### src/rtl/event_apb_pkg.sv
`default_nettype none
// ============================================================================
//  Module      : event_apb_pkg
//  Description : Items shared by the event-to-APB master and the APB event
//                accumulator: event addresses, event index encoding, APB
//                completer FSM state type and the address decoder.
//  Ports       : none (package)
//  Revision    : 1.0 - initial release
// ============================================================================
package event_apb_pkg;

  localparam logic [31:0] EV_ADDR_A = 32'hABBA_0000;
  localparam logic [31:0] EV_ADDR_B = 32'hBAFF_0000;
  localparam logic [31:0] EV_ADDR_C = 32'hCAFE_0000;

  typedef enum logic [1:0] {
    EV_A    = 2'd0,
    EV_B    = 2'd1,
    EV_C    = 2'd2,
    EV_NONE = 2'd3
  } ev_idx_e;

  typedef enum logic [0:0] {
    ST_IDLE   = 1'b0,
    ST_ACCESS = 1'b1
  } apb_state_e;

  // Full 32-bit compare; anything else is unmapped.
  function automatic ev_idx_e decode_event_addr(input logic [31:0] addr);
    case (addr)
      EV_ADDR_A: return EV_A;
      EV_ADDR_B: return EV_B;
      EV_ADDR_C: return EV_C;
      default:   return EV_NONE;
    endcase
  endfunction

endpackage
`default_nettype wire

### src/rtl/event_acc_cell.sv
`default_nettype none
// ============================================================================
//  Module      : event_acc_cell
//  Description : One saturating event accumulator with sticky overflow.
//                A clear in the same cycle as an add is applied first, so the
//                result is just the added value.
//  Ports       : clk, reset      - clock, async active-high reset
//                i_add_en        - add i_add_val this cycle
//                i_add_val       - increment
//                i_clr           - zero accumulator and overflow flag
//                o_acc           - current accumulator value
//                o_ovf           - sticky saturation flag
//  Revision    : 1.0 - initial release
// ============================================================================
module event_acc_cell #(
  parameter int ACC_W = 16
) (
  input  logic             clk,
  input  logic             reset,
  input  logic             i_add_en,
  input  logic [ACC_W-1:0] i_add_val,
  input  logic             i_clr,
  output logic [ACC_W-1:0] o_acc,
  output logic             o_ovf
);

  logic [ACC_W-1:0] r_acc;
  logic             r_ovf;
  logic [ACC_W-1:0] w_base;
  logic [ACC_W:0]   w_sum;

  // Clear-before-add: the add starts from zero when a clear coincides.
  assign w_base = i_clr ? '0 : r_acc;
  assign w_sum  = {1'b0, w_base} + {1'b0, i_add_val};

  always_ff @(posedge clk or posedge reset) begin
    if (reset) begin
      r_acc <= '0;
      r_ovf <= 1'b0;
    end else if (i_add_en) begin
      r_acc <= w_sum[ACC_W] ? '1 : w_sum[ACC_W-1:0];
      r_ovf <= (r_ovf & ~i_clr) | w_sum[ACC_W];
    end else if (i_clr) begin
      r_acc <= '0;
      r_ovf <= 1'b0;
    end
  end

  assign o_acc = r_acc;
  assign o_ovf = r_ovf;

endmodule
`default_nettype wire

### src/rtl/apb_event_accumulator.sv
`default_nettype none
// ============================================================================
//  Module      : apb_event_accumulator
//  Description : APB completer terminating event writes into three saturating
//                accumulators, with fixed wait states, error response on
//                unmapped addresses, APB read-back and a sideband read/clear.
//  Ports       : clk, reset                - clock, async active-high reset
//                apb_*_i / apb_*_o         - APB completer interface
//                rd_sel_i, rd_clr_i        - sideband select / clear
//                rd_data_o                 - selected accumulator (0 for sel 3)
//                ovf_o                     - sticky saturation flags {C,B,A}
//  Revision    : 1.0 - initial release
// ============================================================================
module apb_event_accumulator
  import event_apb_pkg::*;
#(
  parameter int WAIT_CYCLES = 1,
  parameter int ACC_W       = 16
) (
  input  logic             clk,
  input  logic             reset,
  input  logic             apb_psel_i,
  input  logic             apb_penable_i,
  input  logic [31:0]      apb_paddr_i,
  input  logic             apb_pwrite_i,
  input  logic [31:0]      apb_pwdata_i,
  output logic             apb_pready_o,
  output logic [31:0]      apb_prdata_o,
  output logic             apb_pslverr_o,
  input  logic [1:0]       rd_sel_i,
  input  logic             rd_clr_i,
  output logic [ACC_W-1:0] rd_data_o,
  output logic [2:0]       ovf_o
);

  localparam logic [3:0] c_WAIT_INIT = 4'(WAIT_CYCLES);

  apb_state_e       r_state;
  apb_state_e       w_state_nxt;
  logic [3:0]       r_wait_cnt;
  logic [3:0]       w_wait_nxt;
  logic             w_setup;

  ev_idx_e          r_idx;
  logic             r_write;
  logic [ACC_W-1:0] r_wdata;

  logic             w_pready;
  logic             w_commit;

  // Entry 3 is a constant zero so EV_NONE / rd_sel_i=3 read back as zero.
  logic [ACC_W-1:0] w_acc [4];
  logic [2:0]       w_ovf;

  // Only the low ACC_W bits of write data carry the increment.
  logic             w_unused_pwdata;
  assign w_unused_pwdata = ^apb_pwdata_i;

  // --------------------------------------------------------------------------
  // State register and transfer capture
  // --------------------------------------------------------------------------
  always_ff @(posedge clk or posedge reset) begin
    if (reset) begin
      r_state    <= ST_IDLE;
      r_wait_cnt <= 4'd0;
      r_idx      <= EV_NONE;
      r_write    <= 1'b0;
      r_wdata    <= '0;
    end else begin
      r_state    <= w_state_nxt;
      r_wait_cnt <= w_wait_nxt;
      if (w_setup) begin
        r_idx   <= decode_event_addr(apb_paddr_i);
        r_write <= apb_pwrite_i;
        r_wdata <= apb_pwdata_i[ACC_W-1:0];
      end
    end
  end

  // --------------------------------------------------------------------------
  // Next-state logic
  // --------------------------------------------------------------------------
  always_comb begin
    w_state_nxt = r_state;
    w_wait_nxt  = r_wait_cnt;
    w_setup     = 1'b0;
    case (r_state)
      ST_IDLE: begin
        // A stray penable without a setup phase is ignored.
        if (apb_psel_i && !apb_penable_i) begin
          w_state_nxt = ST_ACCESS;
          w_wait_nxt  = c_WAIT_INIT;
          w_setup     = 1'b1;
        end
      end
      ST_ACCESS: begin
        if (!apb_psel_i) begin
          // Aborted transfer: nothing is committed.
          w_state_nxt = ST_IDLE;
          w_wait_nxt  = 4'd0;
        end else if (r_wait_cnt != 4'd0) begin
          w_wait_nxt = r_wait_cnt - 4'd1;
        end else if (apb_penable_i) begin
          w_state_nxt = ST_IDLE;
        end
      end
      default: begin
        w_state_nxt = ST_IDLE;
        w_wait_nxt  = 4'd0;
      end
    endcase
  end

  // --------------------------------------------------------------------------
  // Output logic: response is driven only in the pready cycle
  // --------------------------------------------------------------------------
  always_comb begin
    w_pready      = 1'b0;
    w_commit      = 1'b0;
    apb_prdata_o  = '0;
    apb_pslverr_o = 1'b0;
    if (r_state == ST_ACCESS && apb_psel_i && apb_penable_i && r_wait_cnt == 4'd0) begin
      w_pready = 1'b1;
      if (r_idx == EV_NONE) begin
        apb_pslverr_o = 1'b1;
      end else if (r_write) begin
        w_commit = 1'b1;
      end else begin
        apb_prdata_o = 32'(w_acc[r_idx]);
      end
    end
  end

  assign apb_pready_o = w_pready;

  // --------------------------------------------------------------------------
  // Accumulator cells
  // --------------------------------------------------------------------------
  for (genvar k = 0; k < 3; k++) begin : g_cell
    logic w_add_en;
    logic w_clr;

    assign w_add_en = w_commit && (r_idx == ev_idx_e'(k));
    assign w_clr    = rd_clr_i && (rd_sel_i == 2'(k));

    event_acc_cell #(
      .ACC_W (ACC_W)
    ) u_cell (
      .clk       (clk),
      .reset     (reset),
      .i_add_en  (w_add_en),
      .i_add_val (r_wdata),
      .i_clr     (w_clr),
      .o_acc     (w_acc[k]),
      .o_ovf     (w_ovf[k])
    );
  end

  assign w_acc[3]  = '0;
  assign rd_data_o = w_acc[rd_sel_i];
  assign ovf_o     = w_ovf;

endmodule
`default_nettype wire

### config.mk
export PLATFORM = sky130hd
export DESIGN_NAME = apb_event_accumulator
export DESIGN_NICKNAME = d
export VERILOG_FILES = /design/src/rtl/event_apb_pkg.sv /design/src/rtl/event_acc_cell.sv /design/src/rtl/apb_event_accumulator.sv
export SDC_FILE = /design/constraint.sdc
export NUM_CORES = 1
export LEC_CHECK = 0
export CAP_MARGIN = 20
export CELL_PAD_IN_SITES_DETAIL_PLACEMENT = 1
export CELL_PAD_IN_SITES_GLOBAL_PLACEMENT = 2
export CORE_MARGIN = 2
export CORE_UTILIZATION = 30
export CTS_BUF_LIST = sky130_fd_sc_hd__clkbuf_8
export CTS_CLUSTER_DIAMETER = 100
export DETAILED_ROUTE_END_ITERATION = 6
export PLACE_DENSITY_LB_ADDON = 0.15
export SLEW_MARGIN = 40
export SYNTH_ARGS = -nofsm -noshare
export SYNTH_HDL_FRONTEND = slang
export SYNTH_HIERARCHICAL = 1
export SYNTH_SLANG_ARGS = --single-unit
### constraint.sdc
create_clock -name clk -period 2.69 [get_ports clk]
set_input_delay 0.4035 -clock clk [delete_from_list [all_inputs] [get_ports clk]]
set_output_delay 0.4035 -clock clk [all_outputs]
set_load 0.1 [all_outputs]
==> summary.txt <==
Run status
  – Status: complete, but fails checks
  – Failing checks: negative setup slack

Global route
  – Total Routing Usage GR: 21.8%
  – Vias in the first global route: 7437
  – First-pass GRT wire length: approximately 40000 um
  – GRT overflow: 0
  – Initial antenna violation count: 0
  – Largest net degree at the start of global routing: 27

Synth
  – Multiplexer share of the synthesized area: 8.61%
  – Area fraction in compound gates after synthesis: 21.5%
  – Async SR Flop Fraction: between 90% and 100%
  – Top-area cell type share of the netlist area: 27.0%
  – Top post-synthesis cells by area: dfrtp_1, ha_1, mux2i_1
  – Syn Inst Count: 791
  – Syn. warnings: 6
  – Seq cells post-synth: 75
  – Seq/Total Area, Yosys: 27.8%
  – Post-Synth Adder-Cell Area: between 9 and 10%
  – Biggest area consumer among synthesized cells: dfrtp_1
  – Simple-Gate Fraction of Synth Area: 22.5%
  – Main synth FF type: dfrtp_1
  – Post-synthesis instance area: between 6000 and 7000 um2
  – Largest family of logic cells by synthesized area: simple AND/OR/NAND/NOR gates
  – Synth cell count leaders: dfrtp_1, nor2_1, a21oi_1, nor2b_1, nand2_1
  – Synthesized area per cell: 8.56 um2
  – XOR/XNOR Fraction of Synth Area: 3.62%
  – Count of different cell masters after synthesis: 72
  – Post-synth EDFFs: 0

Layout
  – Antenna fix cells: 0
  – Fin nets: 1152
  – Final Core Density: 46.9%
  – P&R area growth vs syn: 52.2%
  – Area occupied by multi-input gates: 5120 um2
  – Layout fillers: roughly 2500
  – Share of cells above drive strength 1: a little over a third
  – Register area: 1880 um2

Pwr
  – Peak VDD IR: 0.000260 V
  – Sw Pwr: about 1.4 mW
  – P_int: 2.41 mW
  – Final Power: roughly 3.8 mW
  – Sw Share: 37.3%
  – Sequential share of power: 35.6%
  – Clock share of power: 25.0%
  – PwrDens: 373 nW/um2
  – Leak: ~4.5 nW
  – Combinational share of power: between 30% and 40%

Setup path
  – Delay of the slowest critical-path stage: 0.40 ns
  – R2R setup slack: about 0.030 ns
  – Worst R2R Path Depth: 10
  – Critical Path Sink Type: register
  – Worst reg2reg endpoint: g_cell[0].u_cell/o_acc[4]
  – CP arrival: 2.95 ns
  – Crit-path slowest cell: o311a_4
  – Type of origin of the critical path: input pin
  – Crit Path Category: input pin to register
  – Worst Path Max Fanout: 5
  – Critical path origin: rd_sel_i[1]
  – WP data required: roughly 2.9 ns
  – Worst-path cell chain: buf_8, nor3b_4, nor2b_4, ha_4, fa_2, a21o_1, a221oi_4, o21ai_2, o311a_4, nor2_4, clkbuf_16, a31oi_1
  – Worst R2R Start: g_cell[0].u_cell/o_acc[0]

Placement
  – GPL Wtd Cong: 0.865
  – DPL Wire Length: around 21000 um
  – IO buf count: 92

Clock network
  – CTS tree: done
  – Bufs on Longest Clock Path: 2
  – Root buf cell: clkbuf_8
  – TritonCTS Sinks: 75
  – CTS buffer count: 9
  – Clk pin slew, worst setup/hold paths: 0.09 ns
  – H-Tree Depth: 3
  – Post-CTS Hold Buffers: 0
  – Worst-Skew Late Latency: 0.37 ns

Timing
  – Skew final: 0.0127 ns
  – Setup WS post-layout: -0.0391 ns
  – RSZ-0062 raised after global routing: yes
  – Tmin final: 2.73 ns
  – Fin crit share: 101%
  – WHS: 0.547 ns
  – Max frequency: 366 MHz
  – Max-slew violations: 0
  – Slew margin rel.: 48.9%
  – Slew @ Worst Pin: between 0.7 and 0.8 ns
  – Setup Viol. Count Final: 8
  – Final hold vios: 0

Die
  – Core area: 22000 um2
  – Die area: 23800 um2
  – Initial Utilization: roughly 31%
  – Die W: between 150 and 200 um
  – Num ports: approximately 130
  – Chip height: 154 um
  – Rows: 54

Route
  – DR vias: 6897
  – DR vias/cell: 5.26
  – DRC viols: 0
  – Post-route ant nets: 0
  – WL per Instance: between 15 and 20 um
  – Drt pass-1 iters: 4
  – DR iter-0 viols: approximately 210
  – Total wire length: 26100 um

Worst hold path
  – Hold crit path type: register to register
  – HP Start: r_wait_cnt[0]
  – Worst Hold End: r_wait_cnt[0]
  – Hold path cells: 1

Flow run
  – MaxCap Viol Count: 0
worst max path at each step:
stage | end | slack [ns] | cells after the start
floorplan | apb_prdata_o[10] | -0.45 | 6
global placement | g_cell[0].u_cell/o_acc[4] | -0.72 | 11
detailed placement | g_cell[0].u_cell/o_acc[1] | -0.80 | 11
CTS | apb_prdata_o[9] | -0.008 | 7
global route | g_cell[0].u_cell/o_acc[4] | -0.08 | 12
finish | g_cell[0].u_cell/o_acc[4] | -0.04 | 12
flip-flops by register name, summed over array words and instances, names as in the netlist:
signal and flops:
g_cell.u_cell/o_ovf 3, r_idx 2, r_wait_cnt 4, r_wdata 16, r_state 1, g_cell.u_cell/o_acc 48
r_write 1
layout by cell type (no fill, tap or decap), drive strengths merged, types with 16 or more instances in the layout:
| master | synthesis | layout |
|---|---|---|
| xnor2 | 19 | 19 |
| clkdlybuf4s50 | 0 | 52 |
| nor3 | 21 | 21 |
| nor2b | 55 | 55 |
| o21ai | 35 | 35 |
| mux2 | 18 | 18 |
| a31oi | 40 | 40 |
| nand2 | 51 | 51 |
| buf | 30 | 204 |
| mux2i | 38 | 38 |
| ha | 49 | 49 |
| a21oi | 65 | 65 |
| inv | 36 | 36 |
| conb | 1 | 16 |
| dfrtp | 73 | 73 |
| nor2 | 74 | 74 |
| or2 | 17 | 17 |
routing by layer:
metal | wire [um] | track usage [%] | vias to the layer above
li1 | - | - | 3302
met3 | 597 | 2.19 | 19
met1 | 11900 | 28.5 | 3488
met5 | 0 | 0 | -
met2 | 13200 | 38.8 | 88
met4 | 368 | 5.03 | 0
cells by family (layout without fill, tap and decap cells):
group	count (synthesis)	after routing
compound gates	214	214
flops	75	75
other cells	1	16
simple gates	283	283
mux	56	56
xor+xnor	28	28
buf+inv	82	308
fa+ha+maj	52	52
critical path: cells and delay by family:
| family | cells | cell delay, ns |
|---|---|---|
| adder cells (fa/ha/maj) | 2 | 0.52 |
| AO/OA/AOI/OAI | 5 | 1.13 |
| AND/OR/NAND/NOR | 3 | 0.60 |
| buffers and inverters | 2 | 0.29 |
power by group through the flow:
stage / clock network (mW) / registers [mW] / logic (mW)
after floorplan: 0 / 1.28 / 0.881
after global placement: 0 / 1.37 / 1.33
after detailed placement: 0 / 1.38 / 1.40
after CTS: 0.995 / 1.36 / 1.42
after global routing: 1.03 / 1.38 / 1.64
final: 0.961 / 1.37 / 1.51
metrics by stage:
stage	worst slack [ns]	std cells	cell area [um2]	TNS, ns
2_1_floorplan	-0.452	806	7120	-12.26
3_3_place_gp	-0.720	1285	9580	-28.92
3_5_place_dp	-0.799	1285	9580	-31.80
4_1_cts	-0.00798	1305	9870	-0.0136
5_1_grt	-0.0834	1312	10300	-0.468
6_report	-0.0391	1312	10300	-0.0876
area by class of cell:
cell class	instances	area share, %
clock buffers	11	1.47
multi-input cells	649	49.6
well taps	280	3.40
clock inverters	4	0.486
repair buffers	257	25.4
inverters	36	1.31
flip-flops and latches	75	18.3
repair_timing:
action | in CTS | in global routing
gates cloned | 0 | 1
buffers inserted | 5 | 6
resized for setup | 13 | 77
endpoints found under the hold margin | 0 | 0
setup endpoints to repair | 66 | 54
pin swaps | 3 | 28
(Power assumes the default switching activity.)
